[src/rtl/eaf_request_scheduler_pkg.sv]
// eaf_sched_pkg: shared types and default parameters for the EAF request scheduler.
// Latency: n/a (types and constants only).
// Backpressure: n/a.
// Contents: FSM state encoding, request-kind encoding, default parameter values.
package eaf_sched_pkg;

   localparam int unsigned DEF_ADDR_LENGTH        = 32;
   localparam int unsigned DEF_MAX_NUM_OF_ENTRIES = 16;
   localparam int unsigned DEF_INS_FIFO_DEPTH     = 4;
   localparam int unsigned DEF_STARVE_LIMIT       = 4;
   localparam int unsigned DEF_STAT_WIDTH         = 32;

   typedef enum logic [2:0] {
      ST_IDLE       = 3'd0,
      ST_ISSUE_TEST = 3'd1,
      ST_WAIT_TEST  = 3'd2,
      ST_ISSUE_INS  = 3'd3,
      ST_WAIT_INS   = 3'd4,
      ST_CLEAR      = 3'd5
   } eaf_sched_state_e;

   typedef enum logic {
      REQ_TEST   = 1'b0,
      REQ_INSERT = 1'b1
   } eaf_req_kind_e;

endpackage

[src/rtl/eaf_insert_fifo.sv]
// eaf_insert_fifo: synchronous FIFO buffering evicted addresses until the EAF port is free.
// Latency: push visible at head_o the cycle after the push edge.
// Backpressure: pushes while full_o are dropped (requester holds); pops while empty_o are ignored.
// Ports: clk, rst (async active-low), push_i/push_dat_i, pop_i, head_o, full_o, empty_o.
module eaf_insert_fifo #(
   parameter int unsigned WIDTH = 32,
   parameter int unsigned DEPTH = 4
) (
   input  logic             clk,
   input  logic             rst,
   input  logic             push_i,
   input  logic [WIDTH-1:0] push_dat_i,
   input  logic             pop_i,
   output logic [WIDTH-1:0] head_o,
   output logic             full_o,
   output logic             empty_o
);

   localparam int unsigned AW = $clog2(DEPTH);

   // One extra wrap bit on each pointer distinguishes full from empty.
   logic [AW:0]      wr_ptr_q, rd_ptr_q;
   logic [WIDTH-1:0] mem_q [DEPTH];
   logic             push_ok, pop_ok;

   assign empty_o = (wr_ptr_q == rd_ptr_q);
   assign full_o  = (wr_ptr_q[AW] != rd_ptr_q[AW]) &&
                    (wr_ptr_q[AW-1:0] == rd_ptr_q[AW-1:0]);
   assign push_ok = push_i && !full_o;
   assign pop_ok  = pop_i && !empty_o;
   assign head_o  = mem_q[rd_ptr_q[AW-1:0]];

   always_ff @(posedge clk or negedge rst) begin
      if (!rst) begin
         wr_ptr_q <= '0;
         rd_ptr_q <= '0;
      end else begin
         if (push_ok) wr_ptr_q <= wr_ptr_q + 1'b1;
         if (pop_ok)  rd_ptr_q <= rd_ptr_q + 1'b1;
      end
   end

   // Storage needs no reset: pointers alone define validity.
   always_ff @(posedge clk) begin
      if (push_ok) mem_q[wr_ptr_q[AW-1:0]] <= push_dat_i;
   end

endmodule

[src/rtl/eaf_request_scheduler.sv]
// eaf_request_scheduler: arbitrates miss-address tests and buffered eviction inserts onto the single EAF port.
// Latency: test ack->done >= 3 cycles; insert pop->strobe 1 cycle; filter clear 1 cycle after the filling insert completes.
// Backpressure: test_req_i held until test_ack_o; ins_req_i held while ins_ready_o is low (insert FIFO full).
// Ports: test_* (request/ack/result), ins_* (insert push), eaf_* (filter command/response), busy_o, ins_count_o.
// Optional: EAF_SCHED_STATS_EN adds saturating completion counters stat_tests_o/stat_hits_o/stat_inserts_o/stat_clears_o.
module eaf_request_scheduler
   import eaf_sched_pkg::*;
#(
   parameter int unsigned ADDR_LENGTH        = DEF_ADDR_LENGTH,
   parameter int unsigned MAX_NUM_OF_ENTRIES = DEF_MAX_NUM_OF_ENTRIES,
   parameter int unsigned INS_FIFO_DEPTH     = DEF_INS_FIFO_DEPTH,
   parameter int unsigned STARVE_LIMIT       = DEF_STARVE_LIMIT,
   parameter int unsigned STAT_WIDTH         = DEF_STAT_WIDTH
) (
   input  logic                                  clk,
   input  logic                                  rst,
   input  logic                                  test_req_i,
   input  logic [ADDR_LENGTH-1:0]                test_addr_i,
   output logic                                  test_ack_o,
   output logic                                  test_done_o,
   output logic                                  test_priority_o,
   output logic                                  test_exists_o,
   input  logic                                  ins_req_i,
   input  logic [ADDR_LENGTH-1:0]                ins_addr_i,
   output logic                                  ins_ready_o,
   output logic [ADDR_LENGTH-1:0]                eaf_addr_o,
   output logic                                  eaf_insert_o,
   output logic                                  eaf_test_o,
   output logic                                  eaf_clear_o,
   input  logic                                  eaf_resp_i,
   input  logic                                  eaf_priority_i,
   input  logic                                  eaf_exists_i,
   output logic                                  busy_o,
`ifdef EAF_SCHED_STATS_EN
   output logic [STAT_WIDTH-1:0]                 stat_tests_o,
   output logic [STAT_WIDTH-1:0]                 stat_hits_o,
   output logic [STAT_WIDTH-1:0]                 stat_inserts_o,
   output logic [STAT_WIDTH-1:0]                 stat_clears_o,
`endif
   output logic [$clog2(MAX_NUM_OF_ENTRIES+1)-1:0] ins_count_o
);

   localparam int unsigned CNT_W = $clog2(MAX_NUM_OF_ENTRIES + 1);
   localparam int unsigned SC_W  = $clog2(STARVE_LIMIT + 1);

   eaf_sched_state_e       state_q, state_d;
   logic [ADDR_LENGTH-1:0] addr_q, addr_d;
   logic [CNT_W-1:0]       ins_count_q, ins_count_d;
   logic [SC_W-1:0]        starve_q, starve_d;
   logic                   done_q, done_d;
   logic                   prio_q, prio_d;
   logic                   exists_q, exists_d;

   logic                   fifo_empty, fifo_full;
   logic [ADDR_LENGTH-1:0] fifo_head;
   logic                   idle_free, test_win, grant_vld, pop;
   eaf_req_kind_e          grant_kind;
   logic                   test_cpl, ins_cpl;

   eaf_insert_fifo #(
      .WIDTH (ADDR_LENGTH),
      .DEPTH (INS_FIFO_DEPTH)
   ) u_ins_fifo (
      .clk        (clk),
      .rst        (rst),
      .push_i     (ins_req_i),
      .push_dat_i (ins_addr_i),
      .pop_i      (pop),
      .head_o     (fifo_head),
      .full_o     (fifo_full),
      .empty_o    (fifo_empty)
   );

   // The cycle test_done_o pulses is spent in IDLE but must not grant.
   assign idle_free = (state_q == ST_IDLE) && !done_q;
   assign test_win  = test_req_i && (fifo_empty || (starve_q < SC_W'(STARVE_LIMIT)));
   assign test_cpl  = (state_q == ST_WAIT_TEST) && eaf_resp_i;
   assign ins_cpl   = (state_q == ST_WAIT_INS) && eaf_resp_i;

   always_comb begin
      grant_vld  = 1'b0;
      grant_kind = REQ_TEST;
      if (idle_free) begin
         if (test_win) begin
            grant_vld = 1'b1;
         end else if (!fifo_empty) begin
            grant_vld  = 1'b1;
            grant_kind = REQ_INSERT;
         end
      end
   end

   assign pop        = grant_vld && (grant_kind == REQ_INSERT);
   assign test_ack_o = grant_vld && (grant_kind == REQ_TEST);

   always_comb begin
      state_d     = state_q;
      addr_d      = addr_q;
      ins_count_d = ins_count_q;
      done_d      = 1'b0;
      prio_d      = prio_q;
      exists_d    = exists_q;
      case (state_q)
         ST_IDLE: begin
            if (grant_vld) begin
               if (grant_kind == REQ_TEST) begin
                  state_d = ST_ISSUE_TEST;
                  addr_d  = test_addr_i;
               end else begin
                  state_d = ST_ISSUE_INS;
                  addr_d  = fifo_head;
               end
            end
         end
         ST_ISSUE_TEST: state_d = ST_WAIT_TEST;
         ST_WAIT_TEST: begin
            if (test_cpl) begin
               prio_d   = eaf_priority_i;
               exists_d = eaf_exists_i;
               done_d   = 1'b1;
               state_d  = ST_IDLE;
            end
         end
         ST_ISSUE_INS: state_d = ST_WAIT_INS;
         ST_WAIT_INS: begin
            if (ins_cpl) begin
               ins_count_d = ins_count_q + 1'b1;
               state_d     = (ins_count_d == CNT_W'(MAX_NUM_OF_ENTRIES)) ? ST_CLEAR : ST_IDLE;
            end
         end
         ST_CLEAR: begin
            ins_count_d = '0;
            state_d     = ST_IDLE;
         end
         default: state_d = ST_IDLE;
      endcase
   end

   // Starvation only accrues while an insert is actually waiting; a test grant
   // is only possible below the limit, so the counter cannot overflow.
   always_comb begin
      starve_d = starve_q;
      if (fifo_empty || pop) begin
         starve_d = '0;
      end else if (test_ack_o) begin
         starve_d = starve_q + 1'b1;
      end
   end

   always_ff @(posedge clk or negedge rst) begin
      if (!rst) begin
         state_q     <= ST_IDLE;
         addr_q      <= '0;
         ins_count_q <= '0;
         starve_q    <= '0;
         done_q      <= 1'b0;
         prio_q      <= 1'b0;
         exists_q    <= 1'b0;
      end else begin
         state_q     <= state_d;
         addr_q      <= addr_d;
         ins_count_q <= ins_count_d;
         starve_q    <= starve_d;
         done_q      <= done_d;
         prio_q      <= prio_d;
         exists_q    <= exists_d;
      end
   end

   assign test_done_o     = done_q;
   assign test_priority_o = prio_q;
   assign test_exists_o   = exists_q;
   assign ins_ready_o     = !fifo_full;
   assign eaf_test_o      = (state_q == ST_ISSUE_TEST);
   assign eaf_insert_o    = (state_q == ST_ISSUE_INS);
   assign eaf_clear_o     = (state_q == ST_CLEAR);
   assign eaf_addr_o      = (state_q == ST_ISSUE_TEST || state_q == ST_WAIT_TEST ||
                             state_q == ST_ISSUE_INS  || state_q == ST_WAIT_INS) ? addr_q : '0;
   assign busy_o          = (state_q != ST_IDLE) || !fifo_empty;
   assign ins_count_o     = ins_count_q;

`ifdef EAF_SCHED_STATS_EN
   logic [STAT_WIDTH-1:0] stat_tests_q, stat_hits_q, stat_inserts_q, stat_clears_q;

   always_ff @(posedge clk or negedge rst) begin
      if (!rst) begin
         stat_tests_q   <= '0;
         stat_hits_q    <= '0;
         stat_inserts_q <= '0;
         stat_clears_q  <= '0;
      end else begin
         if (test_cpl && (stat_tests_q != '1))
            stat_tests_q <= stat_tests_q + 1'b1;
         if (test_cpl && eaf_exists_i && (stat_hits_q != '1))
            stat_hits_q <= stat_hits_q + 1'b1;
         if (ins_cpl && (stat_inserts_q != '1))
            stat_inserts_q <= stat_inserts_q + 1'b1;
         if ((state_q == ST_CLEAR) && (stat_clears_q != '1))
            stat_clears_q <= stat_clears_q + 1'b1;
      end
   end

   assign stat_tests_o   = stat_tests_q;
   assign stat_hits_o    = stat_hits_q;
   assign stat_inserts_o = stat_inserts_q;
   assign stat_clears_o  = stat_clears_q;
`endif

endmodule

[config.mk]
export PLATFORM = sky130hd
export DESIGN_NAME = eaf_request_scheduler
export DESIGN_NICKNAME = d
export VERILOG_FILES = /design/src/rtl/eaf_request_scheduler_pkg.sv /design/src/rtl/eaf_insert_fifo.sv /design/src/rtl/eaf_request_scheduler.sv
export SDC_FILE = /design/constraint.sdc
export NUM_CORES = 1
export LEC_CHECK = 0
export BUFFER_PORTS_ARGS = -buffer_cell sky130_fd_sc_hd__clkbuf_2
export CORE_MARGIN = 2
export CORE_UTILIZATION = 40
export DETAILED_ROUTE_END_ITERATION = 8
export SKIP_LAST_GASP = 1
export SYNTH_ARGS = -nofsm -noshare
export SYNTH_HDL_FRONTEND = slang
export SYNTH_SLANG_ARGS = --single-unit
[constraint.sdc]
create_clock -name clk -period 2.85 [get_ports clk]
set_input_delay 0.1425 -clock clk [delete_from_list [all_inputs] [get_ports clk]]
set_output_delay 0.1425 -clock clk [all_outputs]
set_load 0.02 [all_outputs]
==> impl_results.rst, run 1 <==
.. list-table::
   :header-rows: 1

   * - Metric
     - Value
   * - Number of global-route vias before repair
     - 5147
   * - FF-to-FF path depth
     - 5
   * - Area Overhead vs Synth
     - 28.5%
   * - Total CTS buffers
     - 17
   * - Post-Synthesis Mean Instance Area
     - 15.3 um^2
   * - Ratio of final minimum period to clock period
     - 92.5%
   * - Number of setup violations in the final report
     - 0
   * - Maximum number of pins on one net before global-route repair
     - 42
   * - Largest cells by area after synthesis
     - edfxtp_1, dfrtp_1, mux4_2
   * - Fraction of the yosys area taken by sequential cells
     - 68.4%
   * - Count of instances resized after the clock tree is built
     - 0
   * - Leftover overflow at the end of global routing
     - 0
   * - Residual antenna-violating net count after detailed routing
     - 0
   * - Clock-pin slew on the worst setup and hold paths
     - 0.07 ns
   * - Total power consumption of the routed design
     - 0.0112 W
   * - Final Hold Vio Count
     - 0
   * - Total number of placement rows
     - 50
   * - Post-synth EDFFs
     - about 130
   * - Worst skew pair latency
     - between 0.4 and 0.5 ns
   * - Ys flop type
     - edfxtp_1
   * - Status
     - complete, no violations
   * - RSZ-0062 raised after global routing
     - no
   * - Synth cell count leaders
     - edfxtp_1, dfrtp_1, nand3_1
   * - Power per cell area
     - approximately 1200 nW/um^2
   * - Sort of element at the end of the critical path
     - primary output
   * - Combined area of all synthesized cells
     - 7520 um^2
   * - Setup Crit Path Kind
     - reg2out
   * - Clk sinks
     - 180
   * - Hold endpoint
     - addr_q[21]
   * - Share of final-layout standard cells stronger than drive strength 1
     - approximately 30%
   * - Count of nets after finishing
     - 753
   * - Number of flip-flops and latches in the synthesized netlist
     - 180
   * - Via-to-Cell Ratio
     - 5.27
   * - Gp weighted congestion
     - 0.775
   * - Half-perimeter wire length after placement
     - 11400 um
   * - Dominant cell by count in the synthesized netlist
     - edfxtp_1
   * - PortBufs
     - 116
   * - Number of distinct library cells after synthesis
     - 38
   * - Die extent in y
     - 141 um
   * - Vias after detailed routing
     - ~4.9k
   * - Aggregate routed wire length
     - 17600 um
   * - Die extent in x
     - 141 um
   * - TritonCTS clock tree
     - done
   * - Worst min-delay path category
     - in2reg
   * - Maximum Capacitance Violations
     - 0
   * - Area of the die
     - 19900 um^2
   * - Remaining DRCs
     - 0
   * - Final Cell Area
     - 9670 um^2
   * - Placeable Area
     - 18600 um^2
   * - Worst-case vdd ir drop
     - 641 uV
   * - Timing-limited maximum frequency
     - ~380 MHz
   * - Async S/R FF share, synth
     - between 20% and 30%
   * - Worst-path maximum fanout
     - 22
   * - Post-Syn Nets
     - between 500 and 600
   * - Standard cell area after detailed placement
     - roughly 8400 um^2
   * - Relative max-transition margin
     - 26.1%
   * - Final Slew Violations
     - 0
   * - Post-placement setup slack
     - 0.599 ns
   * - Number of violations reported at the end of detailed-routing iteration 0
     - ~290
   * - Worst Setup Start Kind
     - flip-flop
   * - Instance count of the mapped netlist
     - 492
   * - Post-detailed-route wirelength per cell
     - about 19 um
   * - Global-route wire length before repair
     - 27400 um
   * - Least-Margin Pin Slew
     - approximately 1.1 ns
   * - Deepest clock path buffer count
     - 2
   * - Total track usage
     - 18.4%
   * - Total number of H-tree levels
     - 4
   * - Portion of synthesized cell area occupied by the leading cell type
     - around 50%
   * - Initial antenna violation count
     - 1
   * - Cell type contributing the most total cell area after synthesis
     - edfxtp_1
   * - Buffer type at the clock tree root
     - clkbuf_16
   * - Reg-to-reg startpoint
     - state_q[2]
   * - Final TNS setup
     - 0 ns
   * - Num ports
     - 117
   * - Min Tclk post-route
     - 2.64 ns
   * - Register-to-Register Setup Slack
     - 0.59 ns
   * - End of the worst register-to-register path
     - u_ins_fifo.rd_ptr_q[1]
   * - WHS
     - around 0.027 ns
   * - Hold depth
     - 3
   * - Signal arrival time at the worst endpoint
     - 2.49 ns
   * - Final Skew
     - roughly 0.009 ns
   * - Initial core utilization
     - 40.5%
   * - Number of synthesis warnings
     - 0
   * - Source of the worst hold timing path
     - test_addr_i[21]
   * - Static Leakage
     - ~3.7 nW
   * - Number of buffers inserted to repair setup after CTS
     - 0
   * - Required time worst endpoint
     - 2.71 ns
   * - Router iterations before antenna repair
     - 4
   * - Final Worst Setup Slack
     - between 0.2 and 0.25 ns
[sequential cells by signal, indices dropped and copies added, names as in the netlist]
register and flops:
u_ins_fifo.wr_ptr_q 3, state_q 3, test_priority_o 1, test_done_o 1, addr_q 32, u_ins_fifo.mem_q 128, u_ins_fifo.rd_ptr_q 3, starve_q 3
ins_count_o 5, test_exists_o 1
[final cells by class]
cell class,count,area [um^2]
Clock inverter,10,155
Timing Repair Buffer,199,1380
Multi-Input combinational cell,268,2210
Sequential cell,180,5150
Antenna cell,1,2.50
Tap cell,234,293
Clock buffer,22,444
Fill cell,1533,8910
Inverter,9,33.8
[placed cells by master, fill, tap and decap left out, types with 2 or more instances in the layout]
master         netlist  routed
mux4_2              32      32
dfrtp_1             52      50
and3_1               8       5
a21oi_4              1       2
and3_2               0       3
nand3_1             39      38
clkbuf_16            0      17
dfrtp_2              0       2
inv_1                9       9
buf_4                1      16
a31oi_1             31      31
clkinv_2             0       2
clkbuf_1            22       5
and2_1              32      32
mux2_2               3       3
a21oi_1             33      32
edfxtp_1           128     128
ha_1                 7       7
bufinv_16            0       4
o21ai_0             34      33
nand4_1              3       3
clkinv_1             0       2
xnor2_1             10       9
nand2_1              8       8
nor3b_1              2       2
dlygate4sd3_1        0      66
or2_2                2       2
a221o_1              3       3
nor2_1               6       6
clkbuf_2             0     116
[cells by family (layout without fill, tap and decap cells)]
| logic type | Yosys count | in the layout | synth area share [%] |
|---|---|---|---|
| AND/OR/NAND/NOR | 109 | 109 | 8.22 |
| flip-flops | 180 | 180 | 68.4 |
| AO/OA/AOI/OAI | 104 | 104 | 7.82 |
| multiplexers | 37 | 37 | 10.4 |
| XOR/XNOR | 11 | 11 | 1.28 |
| buffers and inverters | 44 | 240 | 2.78 |
| adder cells (fa/ha/maj) | 7 | 7 | 1.16 |
| other | 0 | 1 | 0 |
[worst max path at each step]
stage                            from                 endpoint  slack, ns  depth (start not counted)
2_1_floorplan  u_ins_fifo.rd_ptr_q[0]   u_ins_fifo.mem_q[1][0]       0.63                          5
3_3_place_gp   u_ins_fifo.rd_ptr_q[2]  u_ins_fifo.mem_q[2][15]       0.64                          3
3_5_place_dp               state_q[2]   u_ins_fifo.rd_ptr_q[1]       0.60                          5
4_1_cts                    state_q[0]           eaf_addr_o[14]       0.20                          5
5_1_grt                    state_q[0]           eaf_addr_o[12]       0.02                          5
6_report                   state_q[0]           eaf_addr_o[14]       0.21                          5
[worst max-delay path, cell delays in order (launching register included)]
cell and delay [ns]:
dfrtp_1 0.49, nor2_1 0.17, xnor2_2 0.76, buf_4 0.32, and2_1 0.16, clkbuf_2 0.17
[per-layer routing]
metal / vias to the layer above / wire length, um / track usage (%)
li1: 2276 / - / -
met1: 2448 / 7650 / 23.4
met2: 123 / 8920 / 31.0
met3: 21 / 787 / 4.21
met4: 0 / 231 / 6.63
met5: - / 0 / 0
[through the flow]
step,cells,util [%]
2_1_floorplan,492,-
3_3_place_gp,824,45.2
3_5_place_dp,824,45.2
4_1_cts,922,52.0
5_1_grt,923,52.0
6_report,923,52.0
[timing repair]
item,CTS,global route
endpoints found under the hold margin,201,0
hold buffers,66,0
setup endpoints to repair,0,0
[power by group]
part | total, W | internal (W) | switching, W
Sequential | 0.00399 | 0.00364 | 0.000350
Clock | 0.00239 | 0.00146 | 0.000926
Combinational | 0.00478 | 0.00185 | 0.00293
Note: power is estimated with default switching activity, not from simulation.
==> run 2, diff against run 1 <==
--- a/config.mk
+++ b/config.mk
@@ -6,9 +6,11 @@
 export NUM_CORES = 1
 export LEC_CHECK = 0
 export BUFFER_PORTS_ARGS = -buffer_cell sky130_fd_sc_hd__clkbuf_2
+export CORE_ASPECT_RATIO = 0.9
 export CORE_MARGIN = 2
 export CORE_UTILIZATION = 40
 export DETAILED_ROUTE_END_ITERATION = 8
+export HOLD_SLACK_MARGIN = 0.15
 export SKIP_LAST_GASP = 1
 export SYNTH_ARGS = -nofsm -noshare
 export SYNTH_HDL_FRONTEND = slang
==> impl_results.rst, run 2 (synthesis results as in run 1) <==
.. list-table::
   :header-rows: 1

   * - Metric
     - Value
   * - RSZ-0062 raised after global routing
     - no
   * - Antenna Cells
     - 0 (-1)
   * - Share of final-layout standard cells stronger than drive strength 1
     - 29.7% (-0.52 points)
   * - Least-Margin Pin Slew
     - 1.13 ns (+0.0227 ns)
   * - Buffer type at the clock tree root
     - clkbuf_16
   * - Timing-limited maximum frequency
     - 394 MHz (+4.0%)
   * - Status
     - complete, no violations
   * - Deepest clock path buffer count
     - 2 (unchanged)
   * - Final Skew
     - 0.00925 ns (+0.000480 ns)
   * - Final TNS setup
     - 0 ns (unchanged)
   * - Post-placement setup slack
     - 0.540 ns (-0.0586 ns)
   * - Maximum number of pins on one net before global-route repair
     - 37 (-12%)
   * - Router iterations before antenna repair
     - 4 (unchanged)
   * - Reg-to-reg startpoint
     - state_q[2]
   * - Signal arrival time at the worst endpoint
     - 2.39 ns (-0.10 ns)
   * - Area Overhead vs Synth
     - 28.3%
   * - Half-perimeter wire length after placement
     - 11300 um (-0.93%)
   * - Post-detailed-route wirelength per cell
     - 18.6 um (-2.4%)
   * - Number of setup violations in the final report
     - 0 (unchanged)
   * - Leading cell type in the layout, fill and taps excluded
     - edfxtp_1
   * - Die extent in y
     - 134 um (-5.0%)
   * - Via-to-Cell Ratio
     - 5.23 (-0.80%)
   * - Highest-count cells in the layout ignoring fill and taps
     - edfxtp_1, clkbuf_2, dlygate4sd3_1
   * - Setup Crit Path Kind
     - reg2out
   * - Residual antenna-violating net count after detailed routing
     - 0 (unchanged)
   * - Initial antenna violation count
     - 0 (-1)
   * - Total number of placement rows
     - 47 (-6.0%)
   * - Post-Place Cells
     - 833 (+1.1%)
   * - Gp weighted congestion
     - 0.787 (+1.6%)
   * - WHS
     - 0.210 ns (+0.183 ns)
   * - Worst setup path startpoint
     - state_q[0]
   * - Final Worst Setup Slack
     - 0.314 ns (+0.102 ns)
   * - Worst-path maximum fanout
     - 20 (-9.1%)
   * - Aggregate routed wire length
     - 17400 um (-1.1%)
   * - Required time worst endpoint
     - 2.71 ns (about the same)
   * - Final Hold Vio Count
     - 0 (unchanged)
   * - Count of nets after finishing
     - 755 (+0.27%)
   * - Power per cell area
     - 1130 nW/um^2 (-1.9%)
   * - Total CTS buffers
     - 17 (unchanged)
   * - Flip-flop count of the largest register after layout
     - 128 (unchanged)
   * - Initial core utilization
     - 40.9% (+0.38 points)
   * - Final Slew Violations
     - 0 (unchanged)
   * - Leftover overflow at the end of global routing
     - 0 (unchanged)
   * - Maximum Capacitance Violations
     - 0 (unchanged)
   * - Total power consumption of the routed design
     - 0.0109 W (-2.0%)
   * - Number of global-route vias before repair
     - 5067 (-1.6%)
   * - Area of the die
     - 19900 um^2 (about the same)
   * - Worst Setup Start Kind
     - flip-flop
   * - Non-filler cells in the finished layout
     - 935 (+1.3%)
   * - Global-route wire length before repair
     - 27500 um (+0.32%)
   * - Static Leakage
     - 3.64 nW (-0.43%)
   * - Ratio of final minimum period to clock period
     - 89.0% (-3.6 points)
   * - Worst skew pair latency
     - 0.42 ns (about the same)
   * - Min Tclk post-route
     - 2.54 ns (-0.102 ns)
   * - PortBufs
     - 116 (unchanged)
   * - Placeable Area
     - 18400 um^2 (-0.94%)
   * - Total number of H-tree levels
     - 4 (unchanged)
   * - Num ports
     - 117 (unchanged)
   * - Clock-pin slew on the worst setup and hold paths
     - 0.06 ns (about the same)
   * - Die extent in x
     - 149 um (+5.3%)
   * - Vias after detailed routing
     - 4892 (+0.49%)
   * - Total track usage
     - 18.3% (-0.054 points)
   * - Count of instances resized after the clock tree is built
     - 0 (unchanged)
   * - Sort of element at the end of the critical path
     - primary output
   * - Clk sinks
     - 180 (unchanged)
   * - Remaining DRCs
     - 0 (unchanged)
   * - Relative max-transition margin
     - 24.6% (-1.5 points)
   * - TritonCTS clock tree
     - done
   * - Number of buffers inserted to repair setup after CTS
     - 0 (unchanged)
   * - Number of violations reported at the end of detailed-routing iteration 0
     - 329 (+14%)
   * - Worst min-delay path category
     - in2async
   * - Worst-case vdd ir drop
     - 659 uV (+2.8%)
## run 2: cell count changes in the layout (fill, tap and decap cells not counted), sizes merged
cell	delta
buf	-2
bufinv	-2
clkbuf	-1
clkinv	+4
diode	-1
dlygate4sd3	+4
inv	-1
## run 2: cell type report
cell class	count	area, um^2
clock buffer	21	440
clock inverter	11	111
fill	1575	8750
inverter	9	33.8
multi-input combinational	268	2210
sequential	180	5150
tap	245	307
timing repair buffer	201	1410
## run 2: layer usage
| layer | wire, um | up-vias | global-route usage (%) |
|---|---|---|---|
| met5 | 0 | - | 0 |
| met2 | 8530 | 169 | 31.1 |
| met4 | 166 | 0 | 4.44 |
| li1 | - | 2277 | - |
| met1 | 7650 | 2434 | 24.4 |
| met3 | 1060 | 12 | 3.91 |
## run 2: power by group
group / switching [W] / internal, W / leakage (nW)
combinational: 0.00293 / 0.00182 / 1.59
clock: 0.000928 / 0.00128 / 0.269
sequential: 0.000334 / 0.00364 / 1.78
## run 2: timing repair
item / in CTS / in global routing
hold buffers: 70 / 0
endpoints found under the hold margin: 200 / 0
endpoints found under the setup margin: 0 / 0
## run 2: stage by stage
stage	instance area, um^2	util, %
4_1_cts	9660	52.5
5_1_grt	9660	52.5
6_report	9660	52.5
2_1_floorplan	7520	-
3_5_place_dp	8400	45.7
3_3_place_gp	8400	45.7
## run 2: path summary, 6_finish.rpt
kind                                                 to  slack, ns  depth (start not counted)
worst min-delay path                     ins_count_o[3]       0.21                          2
min in group clk                u_ins_fifo.mem_q[2][16]       0.48                          2
worst min register to register   u_ins_fifo.rd_ptr_q[2]       0.49                          1
max in group asynchronous        u_ins_fifo.rd_ptr_q[1]       1.90                          3
worst max register to register               addr_q[16]       0.54                          5
worst max-delay path                     eaf_addr_o[12]       0.31                          5
## run 2: critical path: stages, from the launching register on
cell	delay, ns
dfrtp_1	0.50
nor2_1	0.18
xnor2_2	0.55
buf_4	0.34
and2_1	0.21
clkbuf_2	0.19
